`src/rtl/boid_frame_plotter.sv`:
```
// boid_frame_plotter
//   Holds X/Y positions for up to MAX_BOIDS boids and redraws them once per
//   VGA frame.  On frame_end (while idle) it pulses fb_clear, snapshots every
//   slot into an active copy, then sweeps slot/dy/dx one step per clock,
//   emitting one frame-buffer write per visible dot pixel.
//
// Ports
//   clock       system clock
//   CPU_RESETN  synchronous active-low reset
//   cpu_we      write strobe: shadow[cpu_idx] <= {cpu_x, cpu_y}
//   cpu_idx     slot index; values >= MAX_BOIDS are ignored
//   cpu_x/cpu_y position written to the slot
//   frame_end   one-cycle pulse from the VGA controller
//   fb_clear    one-cycle pulse to the display RAM clear input
//   fb_we       frame-buffer write enable (data is implicitly 1)
//   fb_addr     pixel address x + SCREEN_W*y; holds when fb_we=0
//   busy        high from the clear cycle through the last write cycle
//   overrun     sticky: frame_end arrived while busy
//
// Handshake: there is no back-pressure.  cpu_we is a single-cycle strobe
// accepted in every state; frame_end is honoured only when busy=0; fb_we is
// a fire-and-forget strobe qualified by itself, one write per cycle.
//
// The FSM state is the internal enumerated signal "state" (IDLE/CLEAR/SWEEP).
module boid_frame_plotter #(
  parameter int MAX_BOIDS = 32,
  parameter int IDX_BITS  = $clog2(MAX_BOIDS),
  parameter int X_BITS    = 10,
  parameter int Y_BITS    = 9,
  parameter int SCREEN_W  = 640,
  parameter int SCREEN_H  = 480,
  parameter int ADDR_W    = 19,
  parameter int DOT_SIZE  = 1
) (
  input  logic              clock,
  input  logic              CPU_RESETN,
  input  logic              cpu_we,
  input  logic [7:0]        cpu_idx,
  input  logic [X_BITS-1:0] cpu_x,
  input  logic [Y_BITS-1:0] cpu_y,
  input  logic              frame_end,
  output logic              fb_clear,
  output logic              fb_we,
  output logic [ADDR_W-1:0] fb_addr,
  output logic              busy,
  output logic              overrun
);

  typedef enum logic [1:0] {
    IDLE  = 2'd0,
    CLEAR = 2'd1,
    SWEEP = 2'd2
  } state_t;

  // Last value of the dx/dy sub-iterators; stays 0 for 1-pixel dots.
  localparam logic DMAX = (DOT_SIZE == 2);
  localparam logic [X_BITS:0]   SW_LIM   = (X_BITS + 1)'(SCREEN_W);
  localparam logic [Y_BITS:0]   SH_LIM   = (Y_BITS + 1)'(SCREEN_H);
  localparam logic [ADDR_W-1:0] SW_MUL   = ADDR_W'(SCREEN_W);
  localparam logic [8:0]        IDX_LIM  = 9'(MAX_BOIDS);
  localparam logic [IDX_BITS-1:0] SLOT_LAST = IDX_BITS'(MAX_BOIDS - 1);

  state_t state, state_next;

  // CPU-facing shadow copy and the frozen copy the sweep reads from.
  logic [X_BITS-1:0]    shadow_x [MAX_BOIDS];
  logic [Y_BITS-1:0]    shadow_y [MAX_BOIDS];
  logic [MAX_BOIDS-1:0] shadow_valid;
  logic [X_BITS-1:0]    active_x [MAX_BOIDS];
  logic [Y_BITS-1:0]    active_y [MAX_BOIDS];
  logic [MAX_BOIDS-1:0] active_valid;

  // Sweep iterator: dx fastest, then dy, then slot.
  logic [IDX_BITS-1:0] slot;
  logic                dx;
  logic                dy;
  logic                last_step;

  // High in the cycle after a SWEEP issue cycle (the output stage cycle).
  logic pend;

  logic                idx_ok;
  logic [X_BITS:0]     px;
  logic [Y_BITS:0]     py;
  logic                cand_ok;
  logic [ADDR_W-1:0]   cand_addr;

  assign idx_ok    = ({1'b0, cpu_idx} < IDX_LIM);
  assign last_step = (slot == SLOT_LAST) && (dx == DMAX) && (dy == DMAX);
  assign busy      = (state != IDLE) || pend;

  // Issue stage: one bit wider than the coordinate so x=max plus dx cannot
  // wrap back on screen.
  assign px        = {1'b0, active_x[slot]} + (X_BITS + 1)'(dx);
  assign py        = {1'b0, active_y[slot]} + (Y_BITS + 1)'(dy);
  assign cand_ok   = active_valid[slot] && (px < SW_LIM) && (py < SH_LIM);
  assign cand_addr = ADDR_W'(px) + SW_MUL * ADDR_W'(py);

  always_comb begin
    state_next = state;
    fb_clear   = 1'b0;
    case (state)
      IDLE:    if (frame_end && !busy) state_next = CLEAR;
      CLEAR: begin
        fb_clear   = 1'b1;
        state_next = SWEEP;
      end
      SWEEP:   if (last_step) state_next = IDLE;
      default: state_next = IDLE;
    endcase
  end

  always_ff @(posedge clock) begin
    if (!CPU_RESETN) begin
      state        <= IDLE;
      shadow_valid <= '0;
      active_valid <= '0;
      slot         <= '0;
      dx           <= 1'b0;
      dy           <= 1'b0;
      pend         <= 1'b0;
      fb_we        <= 1'b0;
      fb_addr      <= '0;
      overrun      <= 1'b0;
    end else begin
      state <= state_next;

      if (cpu_we && idx_ok) shadow_valid[cpu_idx[IDX_BITS-1:0]] <= 1'b1;

      if (state == CLEAR) begin
        // Non-blocking read of the shadow: a write in this very cycle lands
        // in the shadow only and shows up in the next frame.
        active_valid <= shadow_valid;
        slot         <= '0;
        dx           <= 1'b0;
        dy           <= 1'b0;
      end else if (state == SWEEP) begin
        if (dx != DMAX) begin
          dx <= 1'b1;
        end else begin
          dx <= 1'b0;
          if (dy != DMAX) begin
            dy <= 1'b1;
          end else begin
            dy   <= 1'b0;
            slot <= slot + 1'b1;
          end
        end
      end

      pend  <= (state == SWEEP);
      fb_we <= (state == SWEEP) && cand_ok;
      if ((state == SWEEP) && cand_ok) fb_addr <= cand_addr;

      if (frame_end && busy) overrun <= 1'b1;
    end
  end

  // Position payload carries no reset; validity bits alone gate its use.
  always_ff @(posedge clock) begin
    if (cpu_we && idx_ok) begin
      shadow_x[cpu_idx[IDX_BITS-1:0]] <= cpu_x;
      shadow_y[cpu_idx[IDX_BITS-1:0]] <= cpu_y;
    end
    if (CPU_RESETN && (state == CLEAR)) begin
      for (int i = 0; i < MAX_BOIDS; i++) begin
        active_x[i] <= shadow_x[i];
        active_y[i] <= shadow_y[i];
      end
    end
  end

endmodule
```
`config.mk`:
```
export PLATFORM = sky130hd
export DESIGN_NAME = boid_frame_plotter
export DESIGN_NICKNAME = d
export VERILOG_FILES = /design/src/rtl/boid_frame_plotter.sv
export SDC_FILE = /design/constraint.sdc
export NUM_CORES = 1
export LEC_CHECK = 0
export CAP_MARGIN = 20
export CORE_ASPECT_RATIO = 0.5
export CORE_MARGIN = 3
export CORE_UTILIZATION = 25
export CTS_CLUSTER_SIZE = 40
export DETAILED_ROUTE_END_ITERATION = 6
export GPL_TIMING_DRIVEN = 0
export SLEW_MARGIN = 30
export SYNTH_ARGS = -nofsm -noshare
export SYNTH_HDL_FRONTEND = slang
export SYNTH_SLANG_ARGS = --single-unit
```
`constraint.sdc`:
```
create_clock -name clock -period 45 [get_ports clock]
set_clock_uncertainty 0.2 [all_clocks]
set_input_delay 4.5 -clock clock [delete_from_list [all_inputs] [get_ports clock]]
set_output_delay 4.5 -clock clock [all_outputs]
set_load 0.005 [all_outputs]
```
==> results by group, run 1 <==
Run status
  • Result of the run: complete, no violations

Placed design
  • Estimated wirelength of the detail-placed design: 63,300 um
  • Total of buffers placed on input and output ports: 53
  • Placer's final routability congestion estimate: 0.757
  • Placed cell count: 4,556

GRT
  • Antenna violations before repair: 1
  • Pin count of the biggest net entering global routing: 33
  • Grt ovf: 0
  • Global-route wire length before repair: 140,000 um
  • Via count of the first global-routing pass: 20,700
  • Gr usage total: 10.2%

Logic synthesis
  • Sequential cell area fraction in the yosys report: 84.4%
  • Mean Syn Cell Area: 22.5 um2
  • Number of enable-type register cells in the synthesized netlist: 1,216
  • Proportion of register bits with asynchronous set or reset after synthesis: 0%
  • Main synth FF type: edfxtp_1
  • Synthesized netlist cell count: 2,021
  • Flip-flop and latch count after synthesis: 1,314
  • Synth cell types: 54
  • Number of nets in the synthesized netlist: 2,073
  • Number of synthesis warnings: 0
  • Combined area of all synthesized cells: 45,600 um2

Cells and area
  • Count of placed standard cells in the final layout, fillers left out: 4,788
  • Highest-count cells in the layout ignoring fill and taps: 1,216 x edfxtp_1, 185 x mux4_2, 134 x clkbuf_16
  • Share of cells above drive strength 1: 23.1%
  • Post-layout nets: 2,332
  • Relative area change from synthesis to final layout: 21.3%
  • Most common cell after layout, fill and taps aside: edfxtp_1

Routing
  • Via-to-Cell Ratio: 4.19
  • Final Routed Wirelength: 96,500 um
  • Total number of vias: 20,100
  • Average detailed-routed wire length per instance: 20.2 um
  • Count of routing violations after the opening detailed-route iteration: 1,683
  • DR DRC count: 0
  • Number of iterations in the first detailed-routing pass: 5
  • Post-route ant nets: 0

Worst setup path
  • Critical path arrival: 7.77 ns
  • Critical path launch point type: input pin
  • Required time at the endpoint of the critical path: 45.22 ns
  • Source of the critical timing path: CPU_RESETN
  • Kind of end point of the critical path: flip-flop
  • Biggest fanout along the worst timing path: 23
  • Class of the most critical setup path: in2reg

Floorplanning
  • Core area: 181,000 um2
  • Starting density of the core: 25.2%
  • Ports: 54
  • Width of the die: 610 um
  • Number of core rows: 110
  • Die Outline Area: 188,000 um2
  • Height of the chip: 308 um

CTS
  • Clk Latency, worst-skew pair: 0.71 ns
  • CTS-repair resized insts: 0
  • CTS max path bufs: 3
  • Post-CTS Hold Fix Bufs: 0
  • # H-tree levels: 4
  • Sink count of the clock tree: 1,314
  • Cell at the root of the clock tree: clkbuf_16
  • Postcts setup bufs: 0
  • CTS tree: done
  • Total clock buffers created by CTS: 130
  • Clock edge transition at the registers on the reported setup and hold paths: 0.06 ns

Pwr
  • PwrDens: 44.8 nW/um2
  • Maximum VDD drop: 0.0247 mV
  • Pleak: 16.9 nW

Min path
  • Min-Delay Startpoint: shadow_x[20][8]
  • Min-Delay Path Class: reg2reg

STA
  • Final clock period utilization by the worst path: 16.8%
  • Final Setup Violations: 0
  • Worst Max-Slew Pin Slew: 0.976 ns
  • Max frequency: 0.132 GHz
  • Final worst path period need: 7.55 ns
  • Setup TNS: 0 ns
  • Max-slew violation total from the final report: 0
  • Setup repair after global routing missed its margin: no
  • Final hold violation count: 0
  • Worst rel slew slack: 34.7%

Run
  • Max-cap violation count: 0
==> synth_stat cells (3+ instances only) <==
master / number / share of area, %
edfxtp_1: 1216 / 80
mux4_2: 185 / 9.1
nor2_1: 115 / 0.95
dfxtp_1: 98 / 4.3
nand2_1: 73 / 0.60
a21oi_1: 42 / 0.46
clkbuf_1: 28 / 0.23
nand3_1: 24 / 0.26
o22ai_1: 22 / 0.30
buf_2: 19 / 0.21
ha_1: 19 / 0.52
buf_1: 17 / 0.14
o31ai_1: 17 / 0.28
inv_1: 13 / 0.11
mux2i_1: 11 / 0.24
nand2b_1: 9 / 0.12
nand3b_1: 9 / 0.15
mux2_2: 8 / 0.20
nor2b_1: 8 / 0.11
o21ai_0: 8 / 0.088
nor4_1: 7 / 0.096
nor3_1: 6 / 0.066
xor2_1: 6 / 0.12
buf_4: 5 / 0.082
or3b_2: 5 / 0.096
xnor2_1: 5 / 0.096
a22oi_1: 4 / 0.066
or3_1: 4 / 0.055
a31oi_1: 3 / 0.041
o211ai_1: 3 / 0.049
o21a_1: 3 / 0.049
==> where the power goes <==
| part | internal, mW | total [mW] | switching, mW |
|---|---|---|---|
| Sequential | 1.35 | 1.35 | 0.00401 |
| Clock | 0.597 | 1.03 | 0.437 |
| Combinational | 0.0389 | 0.0951 | 0.0562 |
| Total | 1.98 | 2.48 | 0.497 |
==> cells by family after synthesis <==
| kind of cell | count (synthesis) | share of synthesized area (%) |
|---|---|---|
| flops | 1314 | 84.4 |
| simple gates | 270 | 2.66 |
| mux | 205 | 9.62 |
| compound gates | 115 | 1.60 |
| buf+inv | 85 | 0.862 |
| fa+ha+maj | 21 | 0.610 |
| xor+xnor | 11 | 0.211 |
==> final cells by class <==
cell class / count / area [um2]
Antenna cell: 1 / 2.50
Buffer: 72 / 359
Clock buffer: 162 / 3490
Clock inverter: 69 / 608
Fill cell: 17200 / 125000
Inverter: 13 / 48.8
Multi-Input combinational cell: 622 / 6950
Sequential cell: 1314 / 38500
Tap cell: 2408 / 3010
Timing Repair Buffer: 127 / 2330
==> worst max-delay path, stage by stage <==
cell	delay (ns)
clkdlybuf4s50_1	0.53
inv_1	0.07
clkbuf_1	0.26
buf_1	0.34
nor2_4	0.48
buf_8	0.23
buf_16	0.19
buf_16	0.19
buf_16	0.19
buf_8	0.18
buf_16	0.19
buf_16	0.19
buf_8	0.18
==> stage by stage <==
stage                     area [um2]  worst slack (ns)  power, mW  hold WS, ns  util (%)
after global routing           55300             37.23       2.56        0.208      30.6
after global placement         49100              3.60       1.49        0.200      27.2
after CTS                      55300             37.46       2.50        0.194      30.6
final                          55300             37.45       2.48        0.198      30.6
after detailed placement       51200             36.69       1.47        0.205      28.4
after floorplan                45600             13.07       1.45        0.200         -
==> state kept, by name, indices dropped and copies added, names as in the netlist, 2 cells and up, named ones only <==
signal	count
active_x	320
shadow_x	320
active_y	288
shadow_valid	32
fb_addr	19
active_valid	32
slot	5
state	2
shadow_y	288
==> metal layers <==
metal	vias up	GRT usage [%]	share of wire [%]
li1	8774	-	-
met1	10600	12.5	41
met2	564	18.1	51
met3	160	1.98	5.2
met4	0	3.41	2.8
met5	-	0	0
==> path summary, 6_finish.rpt <==
check / slack [ns] / cells past startpoint / endpoint
setup / recovery: 37.45 / 13 / active_y[9][6]
hold / removal: 0.20 / 0 / active_x[20][8]
setup reg to reg: 37.80 / 21 / fb_addr[17]
hold reg to reg: 0.20 / 0 / active_x[20][8]
Note: power is estimated with default switching activity, not from simulation.
==> inputs of run 2 (changes only) <==
==> constraint.sdc (replaced) <==
create_clock -name clock -period 6.6 [get_ports clock]
set_clock_uncertainty 0.2 [all_clocks]
set_input_delay 0.66 -clock clock [delete_from_list [all_inputs] [get_ports clock]]
set_output_delay 0.66 -clock clock [all_outputs]
set_load 0.005 [all_outputs]
==> results by group, run 2 (synthesis gave the netlist of run 1 again) <==
Pwr
  • Maximum VDD drop: 0.158 mV (+540%)
  • Combinational group share of total power: 3.9% (about the same)
  • PwrDens: 305 nW/um2 (+580%)
  • Fraction of power consumed by sequential logic: 54.3% (about the same)
  • Post-route total power: 17.0 mW (+580%)
  • Switching component of the power: 3.40 mW (+580%)
  • Fraction of power spent switching nets: 20.1% (about the same)
  • Share of power burned in the clock network: 41.8% (about the same)
  • Pleak: 17.0 nW (+0.60%)
  • Internal Power: 13.6 mW (+580%)

CTS
  • Post-CTS Hold Fix Bufs: 0 (unchanged)
  • CTS max path bufs: 3 (unchanged)
  • Postcts setup bufs: 0 (unchanged)
  • Total clock buffers created by CTS: 132 (+1.5%)
  • CTS tree: done
  • Sink count of the clock tree: 1,314 (unchanged)
  • Clock edge transition at the registers on the reported setup and hold paths: 0.06 ns (about the same)
  • Cell at the root of the clock tree: clkbuf_16
  • Clk Latency, worst-skew pair: 0.72 ns (about the same)
  • # H-tree levels: 4 (unchanged)

Worst setup path
  • Biggest fanout along the worst timing path: 10 (-57%)
  • Class of the most critical setup path: reg2reg
  • Number of cells on the worst reg-to-reg path: 18 (-14%)
  • Kind of end point of the critical path: flip-flop
  • Required time at the endpoint of the critical path: 7.03 ns (-38.19 ns)
  • Cell with the largest stage delay on the worst path: a211oi_1
  • Critical path endpoint: fb_addr[17]
  • Longest individual stage delay on the worst path: 0.63 ns (+0.10 ns)
  • Critical path arrival: 6.77 ns (-1.00 ns)
  • Worst reg2reg path endpoint: fb_addr[17]
  • Critical Path, Cell by Cell: buf_2 > buf_4 > buf_4 > buf_2 > clkbuf_4 > clkbuf_2 > mux4_2 > mux4_2 > mux2_2 > ha_1 > ha_1 > a211oi_1 > o21ai_0 > a31oi_1 > xor2_1 > nor4_1 > or3_1 > a21oi_1
  • Reg-to-reg setup timing slack: 0.26 ns (-37.54 ns)
  • Critical path launch point type: flip-flop

Floorplanning
  • Number of core rows: 110 (unchanged)
  • Width of the die: 610 um (unchanged)
  • Die Outline Area: 188,000 um2 (unchanged)
  • Starting density of the core: 25.2% (unchanged)
  • Ports: 54 (unchanged)
  • Core area: 181,000 um2 (unchanged)
  • Height of the chip: 308 um (unchanged)

Run status
  • Result of the run: complete, no violations

Routing
  • Via-to-Cell Ratio: 4.20 (+0.14%)
  • DR DRC count: 0 (unchanged)
  • Average detailed-routed wire length per instance: 20.4 um (+1.0%)
  • Number of iterations in the first detailed-routing pass: 5 (unchanged)
  • Final Routed Wirelength: 97,800 um (+1.3%)
  • Post-route ant nets: 0 (unchanged)
  • Total number of vias: 20,100 (+0.39%)
  • Count of routing violations after the opening detailed-route iteration: 1,825 (+8.4%)

Cells and area
  • Share of cells above drive strength 1: 23.3% (+0.22 points)
  • Post-layout nets: 2,337 (+0.21%)
  • Highest-count cells in the layout ignoring fill and taps: 1,216 x edfxtp_1, 185 x mux4_2, 138 x clkbuf_16
  • Post-route design area: 55,600 um2 (+0.53%)
  • Count of placed standard cells in the final layout, fillers left out: 4,800 (+0.25%)
  • Most common cell after layout, fill and taps aside: edfxtp_1
  • Relative area change from synthesis to final layout: 22.0%
  • Filler cells: 17,100 (-0.11%)

STA
  • Setup TNS: 0 ns (unchanged)
  • Final Setup Violations: 0 (unchanged)
  • Final worst path period need: 6.34 ns
  • Setup repair after global routing missed its margin: yes
  • Max frequency: 0.158 GHz
  • Final clock period utilization by the worst path: 96.1%
  • Worst rel slew slack: 34.5% (-0.25 points)
  • Final hold violation count: 0 (unchanged)
  • Worst Max-Slew Pin Slew: 0.983 ns (+0.00674 ns)
  • Max-slew violation total from the final report: 0 (unchanged)

GRT
  • GRT met1 Usage: 12.5% (+0.061 points)
  • Grt ovf: 0 (unchanged)
  • Global routing usage on met3: 1.61% (-0.37 points)
  • Gr usage total: 10.3% (+0.095 points)
  • Antenna violations before repair: 2 (+1)
  • Global-route wire length before repair: 141,000 um (+0.90%)
  • Pin count of the biggest net entering global routing: 33 (unchanged)
  • Routing layer with the top usage in global route: met2
  • Via count of the first global-routing pass: 20,800 (+0.65%)
  • Grt met2 use: 18.2% (+0.13 points)

Placed design
  • Total of buffers placed on input and output ports: 53 (unchanged)
  • Placer's final routability congestion estimate: 0.789 (+4.2%)
  • Estimated wirelength of the detail-placed design: 65,100 um (+2.8%)
  • Placed cell count: 4,558 (+0.044%)
  • Area after detailed placement: 51,400 um2 (+0.31%)

Run
  • Max-cap violation count: 0 (unchanged)

Min path
  • Min-Delay Path Class: reg2reg
==> run 2: timing repair <==
| item | in CTS | in global routing |
|---|---|---|
| endpoints found under the setup margin | 5 | 3 |
| hold endpoints to repair | 0 | 0 |
| gates resized for setup | 8 | 6 |
==> run 2: cell type report <==
class	count	area, um2	area share, %
antenna	1	2.50	0.00450
buffer	71	383	0.689
tap	2408	3010	5.42
clock inverter	72	591	1.06
sequential	1314	38500	69.2
clock buffer	168	3570	6.42
multi-input combinational	622	6970	12.5
timing repair buffer	131	2510	4.52
inverter	13	56.3	0.101
==> run 2: power by group through the flow <==
| stage | Clock [mW] | Sequential, mW | Combinational, mW |
|---|---|---|---|
| floorplan | 0 | 9.42 | 0.376 |
| global placement | 0 | 9.44 | 0.590 |
| detailed placement | 0 | 9.38 | 0.667 |
| CTS | 7.24 | 9.20 | 0.672 |
| global route | 7.59 | 9.21 | 0.714 |
| finish | 7.09 | 9.20 | 0.664 |
==> run 2: critical path: cells and delay by family (launching register included) <==
kind | cells | cell delay [ns]
AOI/OAI and AO/OA | 4 | 1.33
xor gates and xnor gates | 1 | 0.25
adders and majority gates | 2 | 0.59
buffers and inverters | 6 | 1.88
DFF | 1 | 0.30
muxes | 3 | 1.25
and+or+nand+nor | 2 | 0.43
==> run 2: routing by layer <==
metal,vias to the layer above,part of all wire [%]
met5,-,0
met4,0,3.6
met3,183,5.3
met2,621,52
met1,10600,39
li1,8781,-
==> run 2: through the flow <==
step	setup WS, ns	hold WS, ns	util, %
global placement	-7.70	0.200	27.2
CTS	0.0385	0.211	30.8
global route	-0.0105	0.211	30.8
floorplan	-3.93	0.200	-
detailed placement	-0.755	0.205	28.5
finish	0.255	0.206	30.8
==> run 2: worst min path at each step <==
stage / from / end / slack [ns] / cells past startpoint
after floorplan: shadow_x[0][0] / active_x[0][0] / 0.20 / 0
after global placement: shadow_x[29][1] / active_x[29][1] / 0.20 / 0
after detailed placement: shadow_x[0][7] / active_x[0][7] / 0.20 / 0
after CTS: shadow_x[6][9] / active_x[6][9] / 0.21 / 0
after global routing: shadow_x[4][7] / active_x[4][7] / 0.21 / 0
final: shadow_y[27][0] / active_y[27][0] / 0.21 / 0
